<file path="config.mk">
export PLATFORM = sky130hd
export DESIGN_NAME = video_scan_timing
export DESIGN_NICKNAME = d
export VERILOG_FILES = /design/src/rtl/video_timing_pkg.sv /design/src/rtl/pix_delay_line.sv /design/src/rtl/video_scan_timing.sv
export SDC_FILE = /design/constraint.sdc
export NUM_CORES = 1
export LEC_CHECK = 0
export BUFFER_PORTS_ARGS = -buffer_cell sky130_fd_sc_hd__buf_2
export CELL_PAD_IN_SITES_DETAIL_PLACEMENT = 0
export CELL_PAD_IN_SITES_GLOBAL_PLACEMENT = 1
export CORE_ASPECT_RATIO = 0.9
export CORE_UTILIZATION = 46
export CTS_CLUSTER_SIZE = 12
export DETAILED_ROUTE_END_ITERATION = 10
export PLACE_DENSITY = 0.85
export SLEW_MARGIN = 20
export SYNTH_ARGS = -nofsm -noshare
export SYNTH_HDL_FRONTEND = slang
export SYNTH_HIERARCHICAL = 1
export SYNTH_SLANG_ARGS = --single-unit
</file>
<file path="constraint.sdc">
create_clock -name i_clk -period 6.5 [get_ports i_clk]
set_input_delay 0.65 -clock i_clk [delete_from_list [all_inputs] [get_ports i_clk]]
set_output_delay 0.65 -clock i_clk [all_outputs]
set_load 0.005 [all_outputs]
</file>
<file path="src/rtl/video_timing_pkg.sv">
// video_timing_pkg: 640x480@60 raster constants, colour layout and sync polarity
package video_timing_pkg;
    localparam int VGA_H_VISIBLE = 640;
    localparam int VGA_H_FRONT   = 16;
    localparam int VGA_H_SYNC    = 96;
    localparam int VGA_H_BACK    = 48;
    localparam int VGA_H_TOTAL   = VGA_H_VISIBLE + VGA_H_FRONT + VGA_H_SYNC + VGA_H_BACK;
    localparam int VGA_V_VISIBLE = 480;
    localparam int VGA_V_FRONT   = 10;
    localparam int VGA_V_SYNC    = 2;
    localparam int VGA_V_BACK    = 33;
    localparam int VGA_V_TOTAL   = VGA_V_VISIBLE + VGA_V_FRONT + VGA_V_SYNC + VGA_V_BACK;
    localparam bit VGA_SYNC_ACTIVE = 1'b0;
    typedef logic [11:0] color_t;
    localparam int COMP_W = 4;
    localparam int R_LSB  = 8;
    localparam int G_LSB  = 4;
    localparam int B_LSB  = 0;
endpackage

</file>
<file path="src/rtl/pix_delay_line.sv">
// pix_delay_line: tick-enabled shift register; DEPTH=0 degenerates to a wire
module pix_delay_line #(
    parameter int               WIDTH       = 1,
    parameter int               DEPTH       = 0,
    parameter logic [WIDTH-1:0] RESET_VALUE = '0
) (
    input  logic             i_clk,
    input  logic             i_rst_n,
    input  logic             i_en,
    input  logic [WIDTH-1:0] i_d,
    output logic [WIDTH-1:0] o_q
);
    localparam int N = (DEPTH == 0) ? 1 : DEPTH;

    logic [WIDTH-1:0] r_pipe [N];

    // shift one stage per tick; unused single stage is optimised away when DEPTH=0
    always_ff @(posedge i_clk or negedge i_rst_n) begin
        if (!i_rst_n) begin
            for (int i = 0; i < N; i++) r_pipe[i] <= RESET_VALUE;
        end else if (i_en) begin
            r_pipe[0] <= i_d;
            for (int i = 1; i < N; i++) r_pipe[i] <= r_pipe[i-1];
        end
    end

    assign o_q = (DEPTH == 0) ? i_d : r_pipe[N-1];
endmodule

</file>
<file path="src/rtl/video_scan_timing.sv">
// video_scan_timing: VGA raster counters, scan position outputs and sync-aligned RGB pins
module video_scan_timing
    import video_timing_pkg::*;
#(
    parameter int H_VISIBLE   = VGA_H_VISIBLE,
    parameter int H_FRONT     = VGA_H_FRONT,
    parameter int H_SYNC      = VGA_H_SYNC,
    parameter int H_BACK      = VGA_H_BACK,
    parameter int V_VISIBLE   = VGA_V_VISIBLE,
    parameter int V_FRONT     = VGA_V_FRONT,
    parameter int V_SYNC      = VGA_V_SYNC,
    parameter int V_BACK      = VGA_V_BACK,
    parameter bit SYNC_ACTIVE = VGA_SYNC_ACTIVE,
    parameter int PIPE_STAGES = 0
) (
    input  logic         i_clk,
    input  logic         i_rst_n,
    input  logic         i_pix_en,
    input  color_t       i_color,
    output logic [8:0]   o_scan_row,
    output logic [9:0]   o_scan_column,
    output logic         o_active,
    output logic         o_line_start,
    output logic         o_frame_start,
    output logic [3:0]   o_vga_r,
    output logic [3:0]   o_vga_g,
    output logic [3:0]   o_vga_b,
    output logic         o_hsync,
    output logic         o_vsync
);
    localparam int H_TOTAL = H_VISIBLE + H_FRONT + H_SYNC + H_BACK;
    localparam int V_TOTAL = V_VISIBLE + V_FRONT + V_SYNC + V_BACK;
    localparam logic [9:0] H_LAST = 10'(H_TOTAL - 1);
    localparam logic [9:0] V_LAST = 10'(V_TOTAL - 1);
    localparam logic [9:0] H_VIS  = 10'(H_VISIBLE);
    localparam logic [9:0] V_VIS  = 10'(V_VISIBLE);
    localparam logic [9:0] HS_BEG = 10'(H_VISIBLE + H_FRONT);
    localparam logic [9:0] HS_END = 10'(H_VISIBLE + H_FRONT + H_SYNC);
    localparam logic [9:0] VS_BEG = 10'(V_VISIBLE + V_FRONT);
    localparam logic [9:0] VS_END = 10'(V_VISIBLE + V_FRONT + V_SYNC);

    if (PIPE_STAGES < 0 || PIPE_STAGES > 4) begin : g_bad_pipe
        $error("PIPE_STAGES must be in 0..4");
    end
    if (V_VISIBLE > 512 || H_VISIBLE > 1024) begin : g_bad_size
        $error("visible area exceeds scan port widths");
    end

    logic [9:0] r_h, r_v;
    logic [9:0] w_h_next, w_v_next;
    logic       w_h_vis, w_v_vis, w_hs, w_vs;
    logic       r_hs_raw, r_vs_raw;
    logic       w_act_d, w_hs_d, w_vs_d;

    // next counter position and its raster decode, registered below on the same tick
    always_comb begin
        w_h_next = (r_h == H_LAST) ? '0 : r_h + 10'd1;
        w_v_next = (r_h != H_LAST) ? r_v : (r_v == V_LAST) ? '0 : r_v + 10'd1;
        w_h_vis  = w_h_next < H_VIS;
        w_v_vis  = w_v_next < V_VIS;
        w_hs     = (w_h_next >= HS_BEG) && (w_h_next < HS_END);
        w_vs     = (w_v_next >= VS_BEG) && (w_v_next < VS_END);
    end

    // raster counters: h wraps at line end, v advances on the h wrap
    always_ff @(posedge i_clk or negedge i_rst_n) begin
        if (!i_rst_n) begin
            r_h <= '0;
            r_v <= '0;
        end else if (i_pix_en) begin
            r_h <= w_h_next;
            r_v <= w_v_next;
        end
    end

    // scan outputs and raw syncs, all describing the counter state after the tick
    always_ff @(posedge i_clk or negedge i_rst_n) begin
        if (!i_rst_n) begin
            o_scan_row    <= '0;
            o_scan_column <= '0;
            o_active      <= 1'b0;
            o_line_start  <= 1'b0;
            o_frame_start <= 1'b0;
            r_hs_raw      <= ~SYNC_ACTIVE;
            r_vs_raw      <= ~SYNC_ACTIVE;
        end else if (i_pix_en) begin
            o_scan_row    <= w_v_vis ? w_v_next[8:0] : '0;
            o_scan_column <= w_h_vis ? w_h_next : '0;
            o_active      <= w_h_vis && w_v_vis;
            o_line_start  <= (w_h_next == '0);
            o_frame_start <= (w_h_next == '0) && (w_v_next == '0);
            r_hs_raw      <= w_hs ? SYNC_ACTIVE : ~SYNC_ACTIVE;
            r_vs_raw      <= w_vs ? SYNC_ACTIVE : ~SYNC_ACTIVE;
        end
    end

    pix_delay_line #(
        .WIDTH       (3),
        .DEPTH       (PIPE_STAGES),
        .RESET_VALUE ({1'b0, ~SYNC_ACTIVE, ~SYNC_ACTIVE})
    ) u_align (
        .i_clk   (i_clk),
        .i_rst_n (i_rst_n),
        .i_en    (i_pix_en),
        .i_d     ({o_active, r_hs_raw, r_vs_raw}),
        .o_q     ({w_act_d, w_hs_d, w_vs_d})
    );

    // pin register: colour arrives matched to the delayed flags, blanked outside the visible area
    always_ff @(posedge i_clk or negedge i_rst_n) begin
        if (!i_rst_n) begin
            o_vga_r <= '0;
            o_vga_g <= '0;
            o_vga_b <= '0;
            o_hsync <= ~SYNC_ACTIVE;
            o_vsync <= ~SYNC_ACTIVE;
        end else if (i_pix_en) begin
            o_vga_r <= w_act_d ? i_color[R_LSB +: COMP_W] : '0;
            o_vga_g <= w_act_d ? i_color[G_LSB +: COMP_W] : '0;
            o_vga_b <= w_act_d ? i_color[B_LSB +: COMP_W] : '0;
            o_hsync <= w_hs_d;
            o_vsync <= w_vs_d;
        end
    end
endmodule

</file>
==> results.toml, run 1 <==
[floorplanning]
chipHeight_um = 78.2
die_width_um = 86.7
ios = 51
die_area_sq_um = 6780
rows = 27
core_sq_um = 6180
start_util_pct = 48.0

[synth]
ys_warn_count = 6
synth_common_cells = "54 x dfrtp_1, 26 x inv_1, 26 x o21ai_0, 25 x nand3_1, 24 x nand2_1"
synth_edf_count = 0
synth-seq-cells = 58
synth.avg_cell_area_sq_um = 9.64
synth_flop_cell = "dfrtp_1"
syn_inst = 308
yosysTopAreaCell = "dfrtp_1"
syn_nets = 326
ys_seq_area_share_pct = 49.0
synth.most_common_cell = "dfrtp_1"
syn_area_sq_um = 2970
synth_area_leaders = "dfrtp_1 45%, xnor2_1 5.3%, o21ai_0 4.4%, nand3_1 4.2%, dfstp_2 3.5%"
yosysTopAreaCellShare_pct = 45.5
async_flop_share_pct = 100
synth.distinct_cells = 47

[setup_path]
required_ns = 6.73
cp.arrival_ns = 3.29
path_max_fanout = 9
worstSetupStartpointType = "register"
slowest_stage = "nor3_1"
max_stage_delay_ns = 0.68
crit_family = "simple AND/OR/NAND/NOR gates"
setup.worst_path.start = "r_h[0]"
crit_buf_inv = 1
rr_startpoint = "r_h[0]"
cp_cell_sequence = "ha_1 -> nand4_1 -> nor3_1 -> buf_4 -> o21ai_0 -> a21oi_1 -> nand4_1 -> o32ai_1"
path_common_cell = "nand4_1"
crit_type = "reg2reg"
endpoint_kind = "register"

[timing]
setup-violations-final = 0
tightest_slew_ns = 0.784
skew_ns = 0.0139
setup_tns_ns = 0
finalCritPeriodShare_pct = 47.0
fmax_ghz = 0.327
post-route-min-period_ns = 3.06
slew_violations = 0
rsz0062_at_grt = "false"
hold_violations = 0
whs_ns = 0.431
slew_headroom_pct = 47.7

[drt]
vias_per_cell = 5.50
drc = 0
ant_nets = 0
drtPass1Iterations = 4
post_drt_wl_per_cell_um = 15.0
finalWirelength_mm = 6.64
drtIter0Drc = 161
num_vias = 2430

[power_and_ir_drop]
p_per_area_nw_per_um2 = 363
power_leakage_uw = 0.00153
vdd_drop_max_mv = 0.220

[clocking]
cts_tree = "yes"
postCtsResizedCells = 0
numClockSinks = 58
hold_buffers = 0
htree_num_levels = 3
cts.path.max_buffers = 2
cts-root-buf = "clkbuf_8"
path_clk_slew_ns = 0.07
cts_buffers = 9
post_cts_buffers = 0
clock_insertion_delay_worst_skew_ns = 0.34

[finish]
drive_gt1_share_pct = 23.4
postLayoutCoreUtil_pct = 56.7
diodes = 0
final_nets = 368
area_growth_pct = 18.1
fillers = 532
final_cell_area_sq_um = 3510

[global_route]
grt_pass1_vias = 2168
grt_use_total_pct = 21.6
grt_max_degree = 68
grt-ovfl-total = 0
antenna_found_initial = 0
grt_pass1_wl_mm = 11.1

[place]
place_area_sq_um = 3250
port_buffers = 50
place_congestion = 0.900
dp_hpwl_mm = 4.53

[run]
maxCapViolCount = 0

[status]
status = "finished clean"

[hold_path]
hold_class = "in2async"
## area by class of cell
cell class	instances	area, sq um	share of cell area, %
sequential	58	1460	41.5
multi-input combinational	200	1300	37.0
timing repair buffer	55	288	8.21
clock inverter	6	130	3.71
clock buffer	10	128	3.64
tap	87	109	3.10
inverter	26	97.6	2.78
## sequential cells by signal, indices dropped and copies added, names as in the netlist
register / cells
o_vga_g: 4
r_vs_raw: 1
r_v: 10
r_hs_raw: 1
o_active: 1
o_scan_row: 9
r_h: 10
o_vga_b: 4
o_hsync: 1
o_line_start: 1
o_vsync: 1
o_scan_column: 10
o_frame_start: 1
o_vga_r: 4
## metal layers
| layer | routed length (um) | GRT usage [%] | part of all wire [%] |
|---|---|---|---|
| met3 | 450 | 6.52 | 6.8 |
| met1 | 3230 | 31.4 | 49 |
| met4 | 48 | 6.50 | 0.72 |
| met2 | 2910 | 30.7 | 44 |
| met5 | 0 | 0 | 0 |
## cells by family (layout without fill, tap and decap cells)
group | Yosys count | count (layout) | synth area share (%)
multiplexers | 6 | 6 | 2.19
adder cells (fa/ha/maj) | 3 | 3 | 1.26
AO/OA/AOI/OAI | 74 | 74 | 16.9
AND/OR/NAND/NOR | 97 | 97 | 17.4
flip-flops | 58 | 58 | 49.0
XOR/XNOR | 20 | 20 | 5.90
buffers and inverters | 50 | 97 | 7.24
## path summary, 6_finish.rpt
| check | slack (ns) | cells past startpoint | endpoint |
|---|---|---|---|
| max reg2reg | 3.44 | 8 | o_frame_start |
| min reg2reg | 0.48 | 1 | o_scan_row[4] |
| max | 3.44 | 8 | o_frame_start |
| min | 0.43 | 2 | o_vga_g[3] |
| max in group asynchronous | 5.58 | 2 | r_v[2] |
| min in group i_clk | 0.48 | 1 | o_scan_row[4] |
## placed cells by master (no fill, tap or decap), drive strengths merged, types with 3 or more instances in the layout
| master | netlist | routed |
|---|---|---|
| nor4 | 8 | 8 |
| o21ai | 27 | 27 |
| buf | 8 | 55 |
| nor2 | 14 | 14 |
| ha | 3 | 3 |
| nor3 | 6 | 6 |
| dfstp | 4 | 4 |
| nand2 | 24 | 24 |
| o32ai | 4 | 4 |
| nand4 | 8 | 8 |
| bufinv | 0 | 4 |
| a21oi | 6 | 6 |
| a31oi | 3 | 3 |
| dfrtp | 54 | 54 |
| clkbuf | 16 | 10 |
| nand3 | 25 | 25 |
| o2bb2ai | 10 | 10 |
| o2111ai | 3 | 3 |
| mux2 | 4 | 4 |
| inv | 26 | 26 |
| xnor2 | 18 | 18 |
| or4 | 3 | 3 |
| o31ai | 8 | 8 |
## power breakdown
group          switching, uW  leakage [uW]  total, uW  internal (uW)
Clock                    148      0.000130        440            292
Combinational            170      0.000652        306            137
Sequential              92.7      0.000749        528            436
Total                    410       0.00153       1270            864
## metrics by stage
step / worst slack (ns) / total power, uW / instances
after floorplan: 3.81 / 740 / 308
after global placement: 3.59 / 836 / 426
after detailed placement: 3.51 / 840 / 426
after CTS: 3.47 / 1280 / 442
after global routing: 3.21 / 1360 / 442
final: 3.44 / 1270 / 442
Note: power is estimated with default switching activity, not from simulation.
==> inputs of run 2 (changes only) <==
--- a/config.mk
+++ b/config.mk
@@ -5,14 +5,15 @@
 export SDC_FILE = /design/constraint.sdc
 export NUM_CORES = 1
 export LEC_CHECK = 0
+export ABC_AREA = 1
 export BUFFER_PORTS_ARGS = -buffer_cell sky130_fd_sc_hd__buf_2
 export CELL_PAD_IN_SITES_DETAIL_PLACEMENT = 0
 export CELL_PAD_IN_SITES_GLOBAL_PLACEMENT = 1
 export CORE_ASPECT_RATIO = 0.9
-export CORE_UTILIZATION = 46
+export CORE_UTILIZATION = 38
 export CTS_CLUSTER_SIZE = 12
 export DETAILED_ROUTE_END_ITERATION = 10
-export PLACE_DENSITY = 0.85
+export PLACE_DENSITY = 0.78
 export SLEW_MARGIN = 20
 export SYNTH_ARGS = -nofsm -noshare
 export SYNTH_HDL_FRONTEND = slang
==> constraint.sdc (replaced) <==
create_clock -name i_clk -period 2.7 [get_ports i_clk]
set_input_delay 0.27 -clock i_clk [delete_from_list [all_inputs] [get_ports i_clk]]
set_output_delay 0.27 -clock i_clk [all_outputs]
set_load 0.005 [all_outputs]
==> run 2 against run 1 <==
Effect of this change: synthesized cell count up 31%; clock power is 130% higher; die area is 29% higher; clock skew fell by 0.0022 ns; routed wire length increased by 12%; non-clock buffer count fell by 1; core utilization fell by 11 points; fmax rose by 54%; worst setup slack worse by 2.7 ns; critical path type unchanged; critical endpoint is now o_scan_row[1].
==> results.toml, run 2 <==
[global_route]
grt_max_degree = 55
top_usage_layer = "met2"
met1_usage_pct = 24.5
grt_pass1_vias = 2628
antenna_found_initial = 0
grt_pass1_wl_mm = 12.8
grt_util_met3_pct = 5.08
grt-ovfl-total = 0
grtUsageMet2_pct = 30.2
grt_use_total_pct = 18.9

[floorplanning]
chipHeight_um = 89.0
die_area_sq_um = 8780
die_width_um = 98.7
rows = 31
ios = 51
core_sq_um = 8110
start_util_pct = 39.4

[hold_path]
min_delay_path_depth = 3
whs_endpoint = "o_vga_b[1]"
hp-start = "i_color[1]"
hold_class = "in2reg"

[synth]
synth.most_common_cell = "nand2_1"
syn_nets = 423
ys_warn_count = 6
synth_flop_cell = "dfrtp_1"
synth_common_cells = "146 x nand2_1, 54 x dfrtp_1, 38 x nor2_1, 36 x nand3_1, 28 x inv_1"
syn_inst = 405
synth_edf_count = 0
synth_area_leaders = "dfrtp_1 42%, nand2_1 17%, nand3_1 5.6%, nor2_1 4.5%, nand3_2 3.8%"
yosysTopAreaCellShare_pct = 42.3
synth-seq-cells = 58
ys_seq_area_share_pct = 45.6
yosysTopAreaCell = "dfrtp_1"
synth.avg_cell_area_sq_um = 7.89
syn_area_sq_um = 3200
async_flop_share_pct = 100
synth.distinct_cells = 31

[finish]
fillers = 843
reg_top3 = "o_scan_column (10), r_h (10), r_v (10)"
area_growth_pct = 16.3
final_cell_mix = "146 x nand2_1, 54 x dfrtp_1, 50 x buf_2"
multi_input_area_sq_um = 1480
ff_latch_area_sq_um = 1460
drive_gt1_share_pct = 26.0
final_cell_area_sq_um = 3720
final_common_cell = "nand2_1"
diodes = 0
final_nets = 471

[drt]
drc = 0
ant_nets = 0
vias_per_cell = 4.87
drtPass1Iterations = 4
num_vias = 2712
post_drt_wl_per_cell_um = 13.3
drtIter0Drc = 113
finalWirelength_mm = 7.43

[clocking]
cts.path.max_buffers = 2
numClockSinks = 58
cts-root-buf = "clkbuf_8"
clock_insertion_delay_worst_skew_ns = 0.34
cts_tree = "yes"
post_cts_buffers = 0
path_clk_slew_ns = 0.07
htree_num_levels = 3
cts_buffers = 9

[setup_path]
r2r-end = "o_scan_row[1]"
crit_buf_inv = 1
r2r_slack_ns = 0.71
rr_startpoint = "r_h[1]"
crit_family = "simple AND/OR/NAND/NOR gates"
endpoint_kind = "register"
worstSetupStartpointType = "register"
r2r_cells = 12
max_stage_delay_ns = 0.39
cp_cell_sequence = "ha_1 -> nand2_2 -> inv_2 -> nand3_4 -> nor2_4 -> nand3_1 -> nand2_2 -> nand2_2 -> nor2_4 -> nor2_8 -> nand3_2 -> nand2_1"
cp.depth = 12
path_common_cell = "nand2_2"
crit_type = "reg2reg"
path_max_fanout = 11
slowest_stage = "dfrtp_1"
required_ns = 2.93
cp.arrival_ns = 2.22

[place]
place_area_sq_um = 3460
port_buffers = 50
place_congestion = 0.913
dp_hpwl_mm = 5.38

[power_and_ir_drop]
vdd_drop_max_mv = 0.391
power_leakage_uw = 0.00197
p_per_area_nw_per_um2 = 748

[timing]
slew_headroom_pct = 58.7
finalCritPeriodShare_pct = 73.7
fmax_ghz = 0.503
rsz0062_at_grt = "false"
setup-violations-final = 0
hold_violations = 0
tightest_slew_ns = 0.619
post-route-min-period_ns = 1.99
slew_violations = 0
setup_tns_ns = 0
skew_ns = 0.0118

[run]
maxCapViolCount = 0

[status]
status = "finished clean"
-- run 2: cell count changes after synthesis, sizes merged, moves of 9 or more --
cell	previous run	this run
nand3	25	49
xnor2	18	0
nor2	14	44
nand2	24	158
o2bb2ai	10	0
inv	26	35
-- run 2: report_power, final --
group / internal (uW) / switching (uW) / total, uW
combinational: 229 / 392 / 621
sequential: 1010 / 149 / 1160
clock: 641 / 356 / 998
total: 1880 / 897 / 2780
-- run 2: how the worst max path moves through the flow --
stage                     startpoint            end  slack, ns
after floorplan               r_h[0]       o_active       1.01
after global placement        r_h[1]  o_scan_row[6]       0.78
after detailed placement      r_h[1]  o_scan_row[0]       0.71
after CTS                     r_h[1]  o_scan_row[0]       0.69
after global routing          r_h[1]  o_scan_row[1]       0.50
final                         r_h[1]  o_scan_row[1]       0.71
-- run 2: repair_timing --
action	in CTS	in global routing
hold buffers	1	0
resized for setup	0	0
endpoints found under the hold margin	20	0
-- run 2: worst min-delay path: cells and delay by family --
family                 cells  cell delay (ns)
AND/OR/NAND/NOR            2             0.10
buffers and inverters      1             0.07
-- run 2: logic make-up (layout without fill, tap and decap cells) --
kind of cell	Yosys count	count (layout)	synth area share (%)
adder cells (fa/ha/maj)	3	3	1.17
AND/OR/NAND/NOR	258	258	37.8
flip-flops	58	58	45.6
buffers and inverters	52	105	8.26
AO/OA/AOI/OAI	34	34	7.16
-- run 2: metrics by stage --
step / std cells / setup WS [ns] / total power, uW / hold slack (ns) / utilization, %
4_1_cts: 557 / 0.688 / 2820 / 0.125 / 45.9
2_1_floorplan: 405 / 1.01 / 1580 / -0.0256 / -
6_report: 557 / 0.711 / 2780 / 0.138 / 45.9
3_3_place_gp: 540 / 0.777 / 1800 / 0.253 / 42.7
5_1_grt: 557 / 0.504 / 2970 / 0.142 / 45.9
3_5_place_dp: 540 / 0.711 / 1800 / 0.255 / 42.7
-- run 2: layer usage --
metal  vias up  wire length (um)
met3        15               284
met2        49              3410
met1      1270              3570
met5         -                 0
li1       1378                 -
met4         0               164
-- run 2: area by class of cell --
cell class	count	share of cell area, %
Inverter	35	3.60
Clock inverter	4	2.66
Multi-Input combinational cell	295	39.7
Timing Repair Buffer	54	7.61
Clock buffer	12	3.90
Tap cell	99	3.33
Sequential cell	58	39.2
==> inputs of run 3 (changes only) <==
--- a/config.mk
+++ b/config.mk
@@ -10,10 +10,10 @@
 export CELL_PAD_IN_SITES_DETAIL_PLACEMENT = 0
 export CELL_PAD_IN_SITES_GLOBAL_PLACEMENT = 1
 export CORE_ASPECT_RATIO = 0.9
-export CORE_UTILIZATION = 38
+export CORE_UTILIZATION = 42
 export CTS_CLUSTER_SIZE = 12
 export DETAILED_ROUTE_END_ITERATION = 10
-export PLACE_DENSITY = 0.78
+export PLACE_DENSITY = 0.81
 export SLEW_MARGIN = 20
 export SYNTH_ARGS = -nofsm -noshare
 export SYNTH_HDL_FRONTEND = slang
==> constraint.sdc (replaced) <==
create_clock -name i_clk -period 1.9 [get_ports i_clk]
set_input_delay 0.19 -clock i_clk [delete_from_list [all_inputs] [get_ports i_clk]]
set_output_delay 0.19 -clock i_clk [all_outputs]
set_load 0.005 [all_outputs]
==> run 3 against run 2 <==
Effect of this change: clock skew fell by 0.0022 ns; fmax grew 8.4%; sequential share of layout area fell by 1.9 points; final cell count up 3.1%; final area increased by 5.1%; via count up 4.0%; critical path depth stayed put; sequential power up 41%; register-to-register slack worse by 0.65 ns; combinational power increased by 63%; routed wire length grew 3.8%; non-clock buffer count rose by 23.
==> results.toml, run 3 (same netlist as run 2, synthesis figures left out) <==
[timing]
skew_ns = 0.00953
setup-violations-final = 0
slew_headroom_pct = 61.1
hold_violations = 0
finalCritPeriodShare_pct = 96.6
post-route-min-period_ns = 1.84
worst_slack_ns = 0.0640
rsz0062_at_grt = "true"
tightest_slew_ns = 0.584
slew_violations = 0
fmax_ghz = 0.545

[finish]
drive_gt1_share_pct = 31.0
area_growth_pct = 22.2
diodes = 0
reg_top3 = "o_scan_column (10), r_h (10), r_v (10)"
final_cell_mix = "144 x nand2_1, 54 x dfrtp_1, 50 x buf_2"
final_common_cell = "nand2_1"
final_nets = 494

[floorplanning]
rows = 29
chipHeight_um = 84.8
die_width_um = 94.0
ios = 51
core_sq_um = 7220
die_area_sq_um = 7960
start_util_pct = 44.3

[global_route]
grt_use_total_pct = 20.8
grt_pass1_vias = 2720
grt_pass1_wl_mm = 12.7
grt_max_degree = 55
grt-ovfl-total = 0
antenna_found_initial = 0

[drt]
wl_met3_um = 265
drtIter0Drc = 139
num_vias = 2820
drc = 0
post_drt_wl_per_cell_um = 13.4
finalWirelength_mm = 7.71
routedLengthMet1_mm = 3.61
top_layer = "met4"
vias_per_cell = 4.91
met2WireLength_mm = 3.69
ant_nets = 0
drtPass1Iterations = 4

[run]
maxCapViolCount = 0

[setup_path]
crit_type = "reg2reg"
path_max_fanout = 10
cp.arrival_ns = 2.06
worstSetupStartpointType = "register"
endpoint_kind = "register"
required_ns = 2.12

[place]
dp_hpwl_mm = 5.47
pre_cts_slack_ns = 0.0227
port_buffers = 50
place_congestion = 0.905

[power_and_ir_drop]
vdd_drop_max_mv = 0.614
power_leakage_uw = 0.00210
p_per_area_nw_per_um2 = 960
power_uw = 3750

[clocking]
cts_buffers = 9
cts.path.max_buffers = 2
cts_tree = "yes"
path_clk_slew_ns = 0.07
cts-root-buf = "clkbuf_8"
clock_insertion_delay_worst_skew_ns = 0.34
htree_num_levels = 3
numClockSinks = 58

[hold_path]
hold_class = "in2reg"

[status]
status = "finished clean"
## run 3: cell types whose count changed in the layout (fill, tap and decap cells not counted), moves of 2 or more
cell / previous run / this run
buf_12: 0 / 3
buf_4: 3 / 22
bufinv_16: 3 / 1
clkinv_2: 0 / 2
nand2_1: 146 / 144
nand2_4: 3 / 6
nor2_1: 38 / 35
nor2_2: 2 / 4
## run 3: area by class of cell
type / instances / area [sq um]
fill: 716 / 3310
multi-input combinational: 295 / 1520
sequential: 58 / 1460
timing repair buffer: 77 / 497
inverter: 35 / 134
clock buffer: 11 / 131
tap: 93 / 116
clock inverter: 5 / 56.3
## run 3: critical path: stages, from the launching register on
cell	delay (ns)
dfrtp_1	0.39
ha_2	0.21
nand2_2	0.06
inv_2	0.08
nand3_4	0.07
nor2_4	0.24
nand3_2	0.11
nand2_2	0.11
nand2_4	0.06
nor2_4	0.17
nor2_8	0.08
nand3_2	0.07
nand2_1	0.05
## run 3: power by group
group	total (uW)	switching [uW]	internal [uW]
clock	1110	510	604
combinational	1010	590	417
sequential	1630	191	1440
total	3750	1290	2460
## run 3: timing repair
item                                   CTS  global route
pin swaps                                1             0
endpoints found under the hold margin   20             0
hold buffers                             1             0
resized for setup                        0            13
setup endpoints to repair                1            24
buffers inserted                         0             5
## run 3: layer usage
layer / GRT usage, % / vias up
met4: 7.97 / 0
met1: 26.9 / 1329
met3: 4.80 / 13
met5: 0 / -
li1: - / 1422
met2: 33.6 / 56
## run 3: final timing paths
kind	cells past startpoint	from	slack [ns]	to
worst max-delay path	12	r_h[0]	0.06	o_scan_row[6]
worst max register to register	12	r_h[0]	0.06	o_scan_row[6]
min in group asynchronous	2	i_rst_n	0.39	r_v[7]
worst min register to register	2	o_hsync	0.46	o_hsync
worst min-delay path	3	i_color[7]	0.08	o_vga_g[3]
max in group asynchronous	3	i_rst_n	0.84	o_hsync
## run 3: metrics by stage
stage          std cells  area (sq um)  hold slack, ns  util [%]  TNS [ns]
2_1_floorplan        405          3200          -0.106         -         0
3_3_place_gp         552          3630           0.222      50.3         0
4_1_cts              569          3830          0.0707      53.0         0
6_report             574          3910          0.0779      54.1         0
3_5_place_dp         552          3630           0.222      50.3         0
5_1_grt              574          3910          0.0786      54.1    -0.831
